$ cat config.mk
export PLATFORM = sky130hd
export DESIGN_NAME = lsu_mem_stage_flat
export DESIGN_NICKNAME = d
export VERILOG_FILES = /design/src/rtl/lsu_mem_stage_if.sv /design/src/rtl/lsu_mem_stage.sv /design/src/flat_wrapper.sv
export SDC_FILE = /design/constraint.sdc
export NUM_CORES = 1
export LEC_CHECK = 0
export CORE_ASPECT_RATIO = 1.4
export CORE_MARGIN = 5
export CORE_UTILIZATION = 37
export CTS_BUF_LIST = sky130_fd_sc_hd__clkbuf_4
export CTS_CLUSTER_SIZE = 28
export DETAILED_ROUTE_END_ITERATION = 10
export PLACE_DENSITY = 0.78
export SYNTH_ARGS = -nofsm -noshare
export SYNTH_HDL_FRONTEND = slang
export SYNTH_SLANG_ARGS = --single-unit
$ cat constraint.sdc
create_clock -name clk -period 2.8 [get_ports clk]
set_input_delay 0.84 -clock clk [delete_from_list [all_inputs] [get_ports clk]]
set_output_delay 0.84 -clock clk [all_outputs]
set_load 0.005 [all_outputs]
$ cat src/rtl/lsu_mem_stage_if.sv
// Request/response handshake bundle between the execute stage and lsu_mem_stage.
interface lsu_mem_stage_if;
  logic        req_valid;
  logic        req_ready;
  logic        req_wen;
  logic [31:0] req_addr;
  logic [31:0] req_wdata;
  logic [1:0]  req_size;
  logic        req_unsigned;
  logic        resp_valid;
  logic        resp_ready;
  logic [31:0] resp_rdata;
  logic        resp_err;

  modport master (
    output req_valid, req_wen, req_addr, req_wdata, req_size, req_unsigned, resp_ready,
    input  req_ready, resp_valid, resp_rdata, resp_err
  );
  modport slave (
    input  req_valid, req_wen, req_addr, req_wdata, req_size, req_unsigned, resp_ready,
    output req_ready, resp_valid, resp_rdata, resp_err
  );
endinterface

$ cat src/rtl/lsu_mem_stage.sv
// Single-outstanding load/store unit: optional latency wait, one-cycle DRAM access, lane extract/replicate.
// Define LSU_MISALIGN_CHECK_EN to turn misaligned half/word accesses into error responses.
module lsu_mem_stage #(
  parameter int LATENCY = 1
) (
  input  logic        clk,
  input  logic        rst_n,
  lsu_mem_stage_if.slave bus,
  output logic        dram_en,
  output logic        dram_wen,
  output logic [31:0] dram_addr,
  output logic [31:0] dram_wdata,
  output logic [3:0]  dram_wmask,
  input  logic [31:0] dram_rdata
);
  typedef enum logic [1:0] {IDLE, WAIT, ACCESS, RESP} state_t;

  typedef struct packed {
    logic        wen;
    logic [29:0] word;
    logic [31:0] wdata;
    logic [1:0]  size;
    logic        uns;
    logic [1:0]  off;
  } req_t;

  localparam logic [3:0] CNT_INIT = (LATENCY > 0) ? 4'(LATENCY - 1) : 4'd0;

  state_t      state;
  req_t        req;
  logic [3:0]  cnt;
  logic        rsp_valid, rsp_err;
  logic [31:0] rsp_rdata;
  logic        acc_err, in_access;
  logic [1:0]  acc_off;
  logic [31:0] shifted, ld_data;

  assign bus.req_ready  = rst_n && (state == IDLE);
  assign bus.resp_valid = rsp_valid;
  assign bus.resp_rdata = rsp_rdata;
  assign bus.resp_err   = rsp_err;

  // Error classification and effective byte offset, decided at acceptance.
  always_comb begin
    acc_off = bus.req_addr[1:0];
    acc_err = 1'b0;
    unique case (bus.req_size)
      2'b00: ;
      2'b01: begin
`ifdef LSU_MISALIGN_CHECK_EN
        acc_err = bus.req_addr[0];
`else
        acc_off = {bus.req_addr[1], 1'b0};
`endif
      end
      2'b10: begin
`ifdef LSU_MISALIGN_CHECK_EN
        acc_err = |bus.req_addr[1:0];
`else
        acc_off = 2'b00;
`endif
      end
      default: acc_err = 1'b1;
    endcase
  end

  // rst_n gating keeps a store from committing if reset lands in ACCESS.
  assign in_access = rst_n && (state == ACCESS);
  assign dram_en   = in_access;
  assign dram_wen  = in_access & req.wen;
  assign dram_addr = in_access ? {req.word, 2'b00} : 32'h0;

  always_comb begin
    dram_wmask = 4'b0000;
    dram_wdata = 32'h0;
    if (in_access) begin
      unique case (req.size)
        2'b00: begin
          dram_wmask = 4'b0001 << req.off;
          dram_wdata = {4{req.wdata[7:0]}};
        end
        2'b01: begin
          dram_wmask = 4'b0011 << req.off;
          dram_wdata = {2{req.wdata[15:0]}};
        end
        default: begin
          dram_wmask = 4'b1111;
          dram_wdata = req.wdata;
        end
      endcase
    end
  end

  always_comb begin
    shifted = dram_rdata >> {req.off, 3'b000};
    ld_data = shifted;
    unique case (req.size)
      2'b00:   ld_data = {{24{~req.uns & shifted[7]}}, shifted[7:0]};
      2'b01:   ld_data = {{16{~req.uns & shifted[15]}}, shifted[15:0]};
      default: ld_data = shifted;
    endcase
  end

  always_ff @(posedge clk or negedge rst_n) begin
    if (!rst_n) begin
      state     <= IDLE;
      req       <= '0;
      cnt       <= '0;
      rsp_valid <= 1'b0;
      rsp_rdata <= '0;
      rsp_err   <= 1'b0;
    end else begin
      unique case (state)
        IDLE: if (bus.req_valid) begin
          req.wen   <= bus.req_wen;
          req.word  <= bus.req_addr[31:2];
          req.wdata <= bus.req_wdata;
          req.size  <= bus.req_size;
          req.uns   <= bus.req_unsigned;
          req.off   <= acc_off;
          cnt       <= CNT_INIT;
          if (acc_err) begin
            state     <= RESP;
            rsp_valid <= 1'b1;
            rsp_err   <= 1'b1;
            rsp_rdata <= '0;
          end else if (LATENCY > 0) begin
            state <= WAIT;
          end else begin
            state <= ACCESS;
          end
        end
        WAIT: begin
          if (cnt == 4'd0) state <= ACCESS;
          else             cnt   <= cnt - 4'd1;
        end
        ACCESS: begin
          rsp_rdata <= req.wen ? 32'h0 : ld_data;
          rsp_err   <= 1'b0;
          rsp_valid <= 1'b1;
          state     <= RESP;
        end
        RESP: if (bus.resp_ready) begin
          rsp_valid <= 1'b0;
          state     <= IDLE;
        end
        default: state <= IDLE;
      endcase
    end
  end
endmodule

$ cat src/flat_wrapper.sv
// flat-port wrapper written by rule: the top's interface ports become plain ports
module lsu_mem_stage_flat 
#(
  parameter int LATENCY = 1
)
  (clk, rst_n, dram_en, dram_wen, dram_addr, dram_wdata, dram_wmask, dram_rdata, bus_req_valid, bus_req_wen, bus_req_addr, bus_req_wdata, bus_req_size, bus_req_unsigned, bus_resp_ready, bus_req_ready, bus_resp_valid, bus_resp_rdata, bus_resp_err);
  lsu_mem_stage_if bus_i ();
  input  logic clk;
  input  logic rst_n;
  output logic dram_en;
  output logic dram_wen;
  output logic [31:0] dram_addr;
  output logic [31:0] dram_wdata;
  output logic [3:0] dram_wmask;
  input  logic [31:0] dram_rdata;
  input wire logic [$bits(bus_i.req_valid)-1:0] bus_req_valid;
  input wire logic [$bits(bus_i.req_wen)-1:0] bus_req_wen;
  input wire logic [$bits(bus_i.req_addr)-1:0] bus_req_addr;
  input wire logic [$bits(bus_i.req_wdata)-1:0] bus_req_wdata;
  input wire logic [$bits(bus_i.req_size)-1:0] bus_req_size;
  input wire logic [$bits(bus_i.req_unsigned)-1:0] bus_req_unsigned;
  input wire logic [$bits(bus_i.resp_ready)-1:0] bus_resp_ready;
  output wire logic [$bits(bus_i.req_ready)-1:0] bus_req_ready;
  output wire logic [$bits(bus_i.resp_valid)-1:0] bus_resp_valid;
  output wire logic [$bits(bus_i.resp_rdata)-1:0] bus_resp_rdata;
  output wire logic [$bits(bus_i.resp_err)-1:0] bus_resp_err;
  assign bus_i.req_valid = bus_req_valid;
  assign bus_i.req_wen = bus_req_wen;
  assign bus_i.req_addr = bus_req_addr;
  assign bus_i.req_wdata = bus_req_wdata;
  assign bus_i.req_size = bus_req_size;
  assign bus_i.req_unsigned = bus_req_unsigned;
  assign bus_i.resp_ready = bus_resp_ready;
  assign bus_req_ready = bus_i.req_ready;
  assign bus_resp_valid = bus_i.resp_valid;
  assign bus_resp_rdata = bus_i.resp_rdata;
  assign bus_resp_err = bus_i.resp_err;
  lsu_mem_stage #(.LATENCY(LATENCY)) u_core (.clk(clk), .rst_n(rst_n), .bus(bus_i), .dram_en(dram_en), .dram_wen(dram_wen), .dram_addr(dram_addr), .dram_wdata(dram_wdata), .dram_wmask(dram_wmask), .dram_rdata(dram_rdata));
endmodule
======== Word level (Yosys, flattened, before mapping) ========
Cells that the tools add are included.
word-level totals
  word-level logic and storage cells ...... 69
  input bits .............................. 104
  bits in registers ....................... 108
operators by class
  shift-type cells ........................ 3
  equality and inequality tests ........... 11
  reduce and logical (&&, ||, !) cells .... 15
  add/sub/neg operators ................... 1
  mux-type cells .......................... 24
  bitwise gates (word level) .............. 4
operators with widths
  cell                                                                 number
  32-bit one-hot mux with 2 select lines                               3
  32-bit two-way mux                                                   5
  32-bit by 5-bit right shift with 32-bit output                       1
  4-bit one-hot mux with 2 select lines                                2
  4-bit two-way mux                                                    3
  3-bit AND reduction                                                  3
  2-bit two-way mux                                                    4
  2-bit != test (second input constant)                                4
  2-bit one-hot mux with 4 select lines                                1
  2-bit by 1-bit == test with 1-bit output (second input constant)     3
  2-bit == test (second input constant)                                3
  2-bit logical NOT                                                    3
  4-bit logical NOT                                                    1
  2-bit one-hot mux with 2 select lines                                1
  4-bit AND reduction                                                  1
  2-bit nonzero test                                                   2
  1-bit by 2-bit left shift with 4-bit output (first input constant)   1
  2-bit by 2-bit left shift with 4-bit output (first input constant)   1
  4-bit by 1-bit subtractor with 4-bit output (second input constant)  1
  1-bit bitwise AND                                                    3
  1-bit two-way mux                                                    3
  1-bit one-hot mux with 3 select lines                                1
  3-bit nonzero test                                                   1
  3-bit OR reduction                                                   1
  other kinds (5)                                                      6

======== Logic depth before layout (Yosys ltp) ========
Gate-level depths: netlist of the first run.
  depth in word-level cells ............... 5
  gate-level depth with buffers ........... 7
  depth with buffers taken out ............ 6

======== Least setup slack after synthesis of the first run ========
Ideal clock, no wire load.
  path type ............................... input to output
  start ................................... in rst_n
  end ..................................... out dram_wdata[24]
  data required time ...................... 1960 ps
  stages on the path ...................... 4
  slack ................................... 409 ps
  arrival time ............................ 1551 ps
  cells stage by stage .................... nand2_1 clkbuf_1 clkbuf_1 nor2_1
between the ends
  cells in the longest elaborated chain, start to end .. 2
ends and longest elaborated chain
  element             line                 text
  from (decl)         flat_wrapper.sv:9    input logic rst_n;
  1-bit logical AND   lsu_mem_stage.sv:68  assign in_access = rst_n && (state == ACCESS);
  32-bit two-way mux  lsu_mem_stage.sv:76  if (in_access) begin
  to (decl)           flat_wrapper.sv:13   output logic [31:0] dram_wdata;
No other way between the ends.

======== Final worst setup path of the first run ========
  start ................................... reg u_core.req[3] (netlist name)
  end ..................................... out dram_wdata[8]
between the ends
  cells in the longest elaborated chain, start to end .. 3
  elaborated cells on any way between the ends .. 4
ends and longest elaborated chain
  element                                                                               line                 text
  from (decl)                                                                           lsu_mem_stage.sv:30  req_t req;
  2-bit by 1-bit == test with 1-bit output / 2-bit logical NOT (equally long branches)  lsu_mem_stage.sv:77  unique case (req.size)
  32-bit one-hot mux with 2 select lines (*)                                            lsu_mem_stage.sv:77
  32-bit two-way mux (*)                                                                lsu_mem_stage.sv:76
Every way passes the cells marked *; elsewhere a longest branch is shown, timed or not.

==> results.cfg, run 1 <==
[power]
total_power_mw = 7.53
powerDensity_nw_per_um2 = 908
leakage_nw = 3.89
vdd_drop_max_v = 0.000501

[critical_path]
ff2ff_setup_slack_ns = 0.58
cp-end-kind = output pin
worst-path-max-fanout = 5
cp.arrival_ns = 1.87
cpMaxStageDelayCell = dfrtp_2
crit_buf_inv = 3
critical_path.top_delay_family = buffers and inverters
critPathRequiredTime_ns = 1.96
path_class = register to output pin
critPathMaxStageDelay_ns = 0.47
path_cells = buf_4 > or2_4 > buf_6 > nand2_1 > a21oi_1 > dlygate4sd2_1
cp-start-kind = register

[flow_run]
cap_viol_max_count = 0

[global_routing]
grt_pass1_vias = 5243
grt_max_degree = 72
grt_overflow = 0
grt_use_total_pct = 19.6
grt_first_pass_wirelength_um = 27800
antenna_found_initial = 1

[clock_tree]
insertion_delay_ns = 0.47
ctsHoldBuffers = 0
cts_sinks = 108
cts_buffer_depth = 2
cts_root_buf = clkbuf_4
cts_buffers = 9
cts_tree = built
htreeDepth = 3
cts.clk_slew.worst_paths_ns = 0.20

[hold_path]
hp-class = input port to asynchronous set/reset pin

[layout]
nNetsFinal = 861
final_layout_size_suffix_gt1_share_pct = 26.2
area_growth_pct = 47.2
fin_area_um2 = 8300

[placed_design]
placed_area_um2 = 8020
dp_hpwl_um = 13000
gp_congestion = 0.855
io_buffers = 206

[timing]
slew_headroom_pct = 66.5
maxSlewViolCount = 0
finalCritPeriodShare_pct = 96.8
fin_worst_skew_ns = 0.0190
fin_setup_tns_ns = 0
tightestPinTransition_ns = 0.500
fmax_mhz = 369
period_needed_ns = 2.71
finalHoldViolCount = 0
setup_viol = 0
holdWs_ns = 0.318

[run_status]
outcome = finished clean

[synth]
ys_top_cells_by_area = dfrtp_1 (48%), mux2_2 (15%), mux2i_1 (6.2%)
synth_seq_cells = 108
synthCells = 528
synth-main-ff-cell = dfrtp_1
ys_seq_area_share_pct = 47.9
syn-cell-area_um2 = 5640
synth_edf_count = 0
yosysTopAreaCellShare_pct = 47.9
yosysTopAreaCell = dfrtp_1
synth_warnings = 0
synthArstFlopShare_pct = 100
ys_types = 41
syn_area_per_cell_um2 = 10.7

[die]
placeableCoreArea_um2 = 15000
rows = 53
io_pins = 209
die_width_um = 114
initial_utilization_pct = 37.6
die_h_um = 156
dieArea_um2 = 17800

[drt]
dr.pass1.iters = 7
vias_per_cell = 5.24
drc_errors = 0
avgRoutedWirePerCell_um = 18.4
drt_iter0_drc = 279
antenna_left = 0
vias = 4954
drt-total-wl_um = 17400
synth_stat cells, types with 8 or more instances:
| cell type | number |
|---|---|
| a21oi_1 | 35 |
| nand3b_1 | 8 |
| dfrtp_1 | 108 |
| o21ai_0 | 38 |
| mux2_2 | 74 |
| a221o_2 | 10 |
| nor2_1 | 44 |
| and3_1 | 39 |
| mux2i_1 | 35 |
| clkbuf_1 | 24 |
| nand2_1 | 44 |
| ha_1 | 9 |
| buf_2 | 10 |
| inv_1 | 10 |
state kept, by name, summed over array words and instances, names as in the netlist:
signal	flops
u_core.bus.resp_err	1
u_core.bus.resp_rdata	32
u_core.bus.resp_valid	1
u_core.cnt	4
u_core.req	68
u_core.state	2
layout by cell type, fill, tap and decap left out, types with 3 or more instances in the layout:
cell type        instances
a21oi_1                 33
a221o_1                  7
a221o_2                 10
and3_1                  36
and3_4                   3
buf_12                   6
buf_4                   30
buf_6                    4
bufbuf_16                3
clkbuf_2                29
clkbuf_4                 9
clkdlybuf4s15_1         16
clkdlybuf4s50_1        136
dfrtp_1                107
dlygate4sd2_1           19
dlymetal6s2s_1           5
ha_1                     8
inv_1                    9
inv_8                    3
mux2_2                  74
mux2i_1                 34
nand2_1                 42
nand2b_1                 3
nand3b_1                 8
nor2_1                  42
o21ai_0                 37
through the flow:
step	worst slack, ns	instances	utilization (%)
after global placement	0.0788	912	53.5
after floorplan	0.409	529	-
after detailed placement	0.0210	912	53.5
after CTS	-0.144	940	55.6
final	0.0907	946	55.4
after global routing	-0.0173	946	55.4
final timing paths:
check                                                           from                              endpoint  cells after the start
max in group asynchronous                                      rst_n             u_core.req[3]$_DFFE_PN0P_                      3
worst min-delay path                                           rst_n            u_core.req[41]$_DFFE_PN0P_                      2
worst min register to register  u_core.bus.resp_rdata[2]$_DFFE_PN0P_  u_core.bus.resp_rdata[2]$_DFFE_PN0P_                      2
min in group clk                u_core.bus.resp_rdata[2]$_DFFE_PN0P_  u_core.bus.resp_rdata[2]$_DFFE_PN0P_                      2
worst max register to register             u_core.cnt[1]$_DFFE_PN0P_           u_core.state[0]$_DFFE_PN0P_                      6
worst max-delay path                       u_core.req[3]$_DFFE_PN0P_                         dram_wdata[8]                      6
power breakdown:
| group | switching (mW) | total (mW) | internal (mW) |
|---|---|---|---|
| Clock | 0.573 | 0.779 | 0.206 |
| Combinational | 1.79 | 4.04 | 2.25 |
| Sequential | 0.487 | 2.72 | 2.23 |
| Total | 2.85 | 7.53 | 4.68 |
repair_timing:
| action | 4_1_cts | 5_1_grt |
|---|---|---|
| endpoints found under the setup margin | 68 | 53 |
| hold endpoints to repair | 0 | 0 |
| setup buffers | 9 | 5 |
| pin swaps | 2 | 4 |
| resized for setup | 102 | 67 |
| gates cloned | 3 | 0 |
cells by family after synthesis:
logic type	count (synthesis)	share of synthesized area, %
DFF	108	47.9
AOI/OAI and AO/OA	98	11.2
muxes	110	21.4
buffers and inverters	51	4.02
and+or+nand+nor	150	13.2
xor gates and xnor gates	1	0.155
other	1	0.0665
adders and majority gates	9	2.00
layout make-up:
class                   instances  area (um^2)
inverters                      10         37.5
fillers                      1359         6690
flip-flops and latches        108         2700
clock buffers                   9         67.6
multi-input cells             370         2780
diodes                          1         2.50
repair buffers                249         2400
clock inverters                 7         66.3
well taps                     192          240
routing by layer:
layer  up-vias  track usage (%)  part of all wire [%]
met5         -                0                     0
met4         0             6.34                   2.2
met3        28             4.35                   6.5
met2       190             35.4                    53
met1      2433             22.8                    38
li1       2303                -                     -
(Power assumes the default switching activity.)
==> inputs of run 2 (changes only) <==
==> constraint.sdc (replaced) <==
create_clock -name clk -period 3.3 [get_ports clk]
set_input_delay 0.99 -clock clk [delete_from_list [all_inputs] [get_ports clk]]
set_output_delay 0.99 -clock clk [all_outputs]
set_load 0.005 [all_outputs]
==> results.cfg, run 2 (same netlist as run 1, synthesis figures left out) <==
[run_status]
outcome = finished clean

[critical_path]
reg2reg_from = u_core.state[0]$_DFFE_PN0P_
ff2ff_setup_slack_ns = 1.12
cp-startpoint = u_core.state[0]$_DFFE_PN0P_
path_class = register to output pin
worstRegToRegCells = 8
cp.arrival_ns = 2.16
cp-start-kind = register
worst-path-max-fanout = 29
r2r_end = u_core.bus.resp_rdata[19]$_DFFE_PN0P_
cp-end-kind = output pin
critPathRequiredTime_ns = 2.31

[global_routing]
grt_pass1_vias = 5223
grt_use_total_pct = 19.2
grt_first_pass_wirelength_um = 27400
grt_max_degree = 45
antenna_found_initial = 1
grt_overflow = 0

[drt]
drt_iter0_drc = 283
antenna_left = 0
avgRoutedWirePerCell_um = 18.4
vias = 4841
dr.pass1.iters = 6
drt-total-wl_um = 17100
vias_per_cell = 5.22
drc_errors = 0

[layout]
area_growth_pct = 45.4
largest_reg_flops = 68
mostFrequentLayoutCells = clkdlybuf4s50_1 (204), dfrtp_1 (107), mux2_2 (74)
final_layout_size_suffix_gt1_share_pct = 19.5
fin_area_um2 = 8200
final_core_util_pct = 54.7
nNetsFinal = 843
regMostFlops = u_core.req
final_common_cell = clkdlybuf4s50_1

[clock_tree]
cts_root_buf = clkbuf_4
insertion_delay_ns = 0.47
cts_buffer_depth = 2
htreeDepth = 3
ctsHoldBuffers = 0
cts_sinks = 108
cts.clk_slew.worst_paths_ns = 0.17
cts_tree = built
cts_buffers = 9

[timing]
finalCritPeriodShare_pct = 95.5
fin_setup_tns_ns = 0
slew_headroom_pct = 60.0
rsz0062_at_grt = no
fmax_mhz = 317
period_needed_ns = 3.15
tightestPinTransition_ns = 0.598
setup_viol = 0
fin_worst_skew_ns = 0.0266
maxSlewViolCount = 0
finalHoldViolCount = 0

[power]
powerDensity_nw_per_um2 = 762
leakage_nw = 3.56
vdd_drop_max_v = 0.000427

[die]
placeableCoreArea_um2 = 15000
dieArea_um2 = 17800
die_h_um = 156
rows = 53
io_pins = 209
initial_utilization_pct = 37.6
die_width_um = 114

[placed_design]
gp_congestion = 0.859
io_buffers = 206
dp_hpwl_um = 13300
placed_area_um2 = 8010

[hold_path]
hp-class = input port to asynchronous set/reset pin

[flow_run]
cap_viol_max_count = 0
run 2: changes by cell type in the layout (fill, tap and decap cells not counted), sizes merged:
| cell | delta |
|---|---|
| buf | -15 |
| dlymetal6s2s | -4 |
| clkbuf | -29 |
| inv | -1 |
| bufinv | +1 |
| bufbuf | -3 |
| clkinv | +2 |
| clkdlybuf4s50 | +68 |
| dlygate4sd2 | -19 |
| clkinvlp | -2 |
| clkdlybuf4s15 | -16 |
run 2: worst max-delay path, cell delays in order (launching register included):
cell	delay (ns)
dfrtp_1	0.44
inv_2	0.10
ha_2	0.22
nand2_1	0.09
buf_12	0.17
a21oi_1	0.14
clkdlybuf4s50_1	0.53
run 2: how the worst max path moves through the flow:
stage	end	slack, ns	cells past startpoint
final	dram_wdata[15]	0.15	6
after detailed placement	u_core.bus.resp_rdata[31]$_DFFE_PN0P_	0.22	7
after global routing	dram_wdata[15]	0.002	6
after floorplan	dram_wdata[24]	0.61	4
after CTS	dram_wmask[3]	0.03	6
after global placement	dram_wdata[1]	0.25	4
run 2: what timing repair did:
| action | in CTS | in global routing |
|---|---|---|
| gates resized for setup | 5 | 4 |
| setup endpoints to repair | 7 | 32 |
| pin swaps | 0 | 0 |
| setup buffers | 0 | 2 |
run 2: metrics by stage:
step	hold slack [ns]	setup WS, ns	cells	power (mW)
2_1_floorplan	0.456	0.609	529	4.12
3_3_place_gp	0.472	0.253	909	5.40
3_5_place_dp	0.478	0.222	909	5.55
4_1_cts	0.442	0.0343	925	6.28
5_1_grt	0.435	0.00160	928	6.71
6_report	0.487	0.150	928	6.25
run 2: where the power goes:
part	switching [mW]	internal (mW)
logic	1.46	1.78
registers	0.409	1.89
clock network	0.460	0.244
total	2.33	3.91
run 2: area by class of cell:
cell class,count,area (um^2)
clock buffer,9,67.6
inverter,10,37.5
clock inverter,7,81.3
timing repair buffer,231,2330
multi-input combinational,370,2730
antenna,1,2.50
fill,1330,6790
tap,192,240
sequential,108,2700
run 2: routing by layer:
layer  vias up  wire length (um)  GRT usage [%]
li1       2276                 -              -
met1      2361              6470           21.9
met2       177              8990           34.1
met3        27              1140           5.39
met4         0               458           6.79
met5         -                 0              0
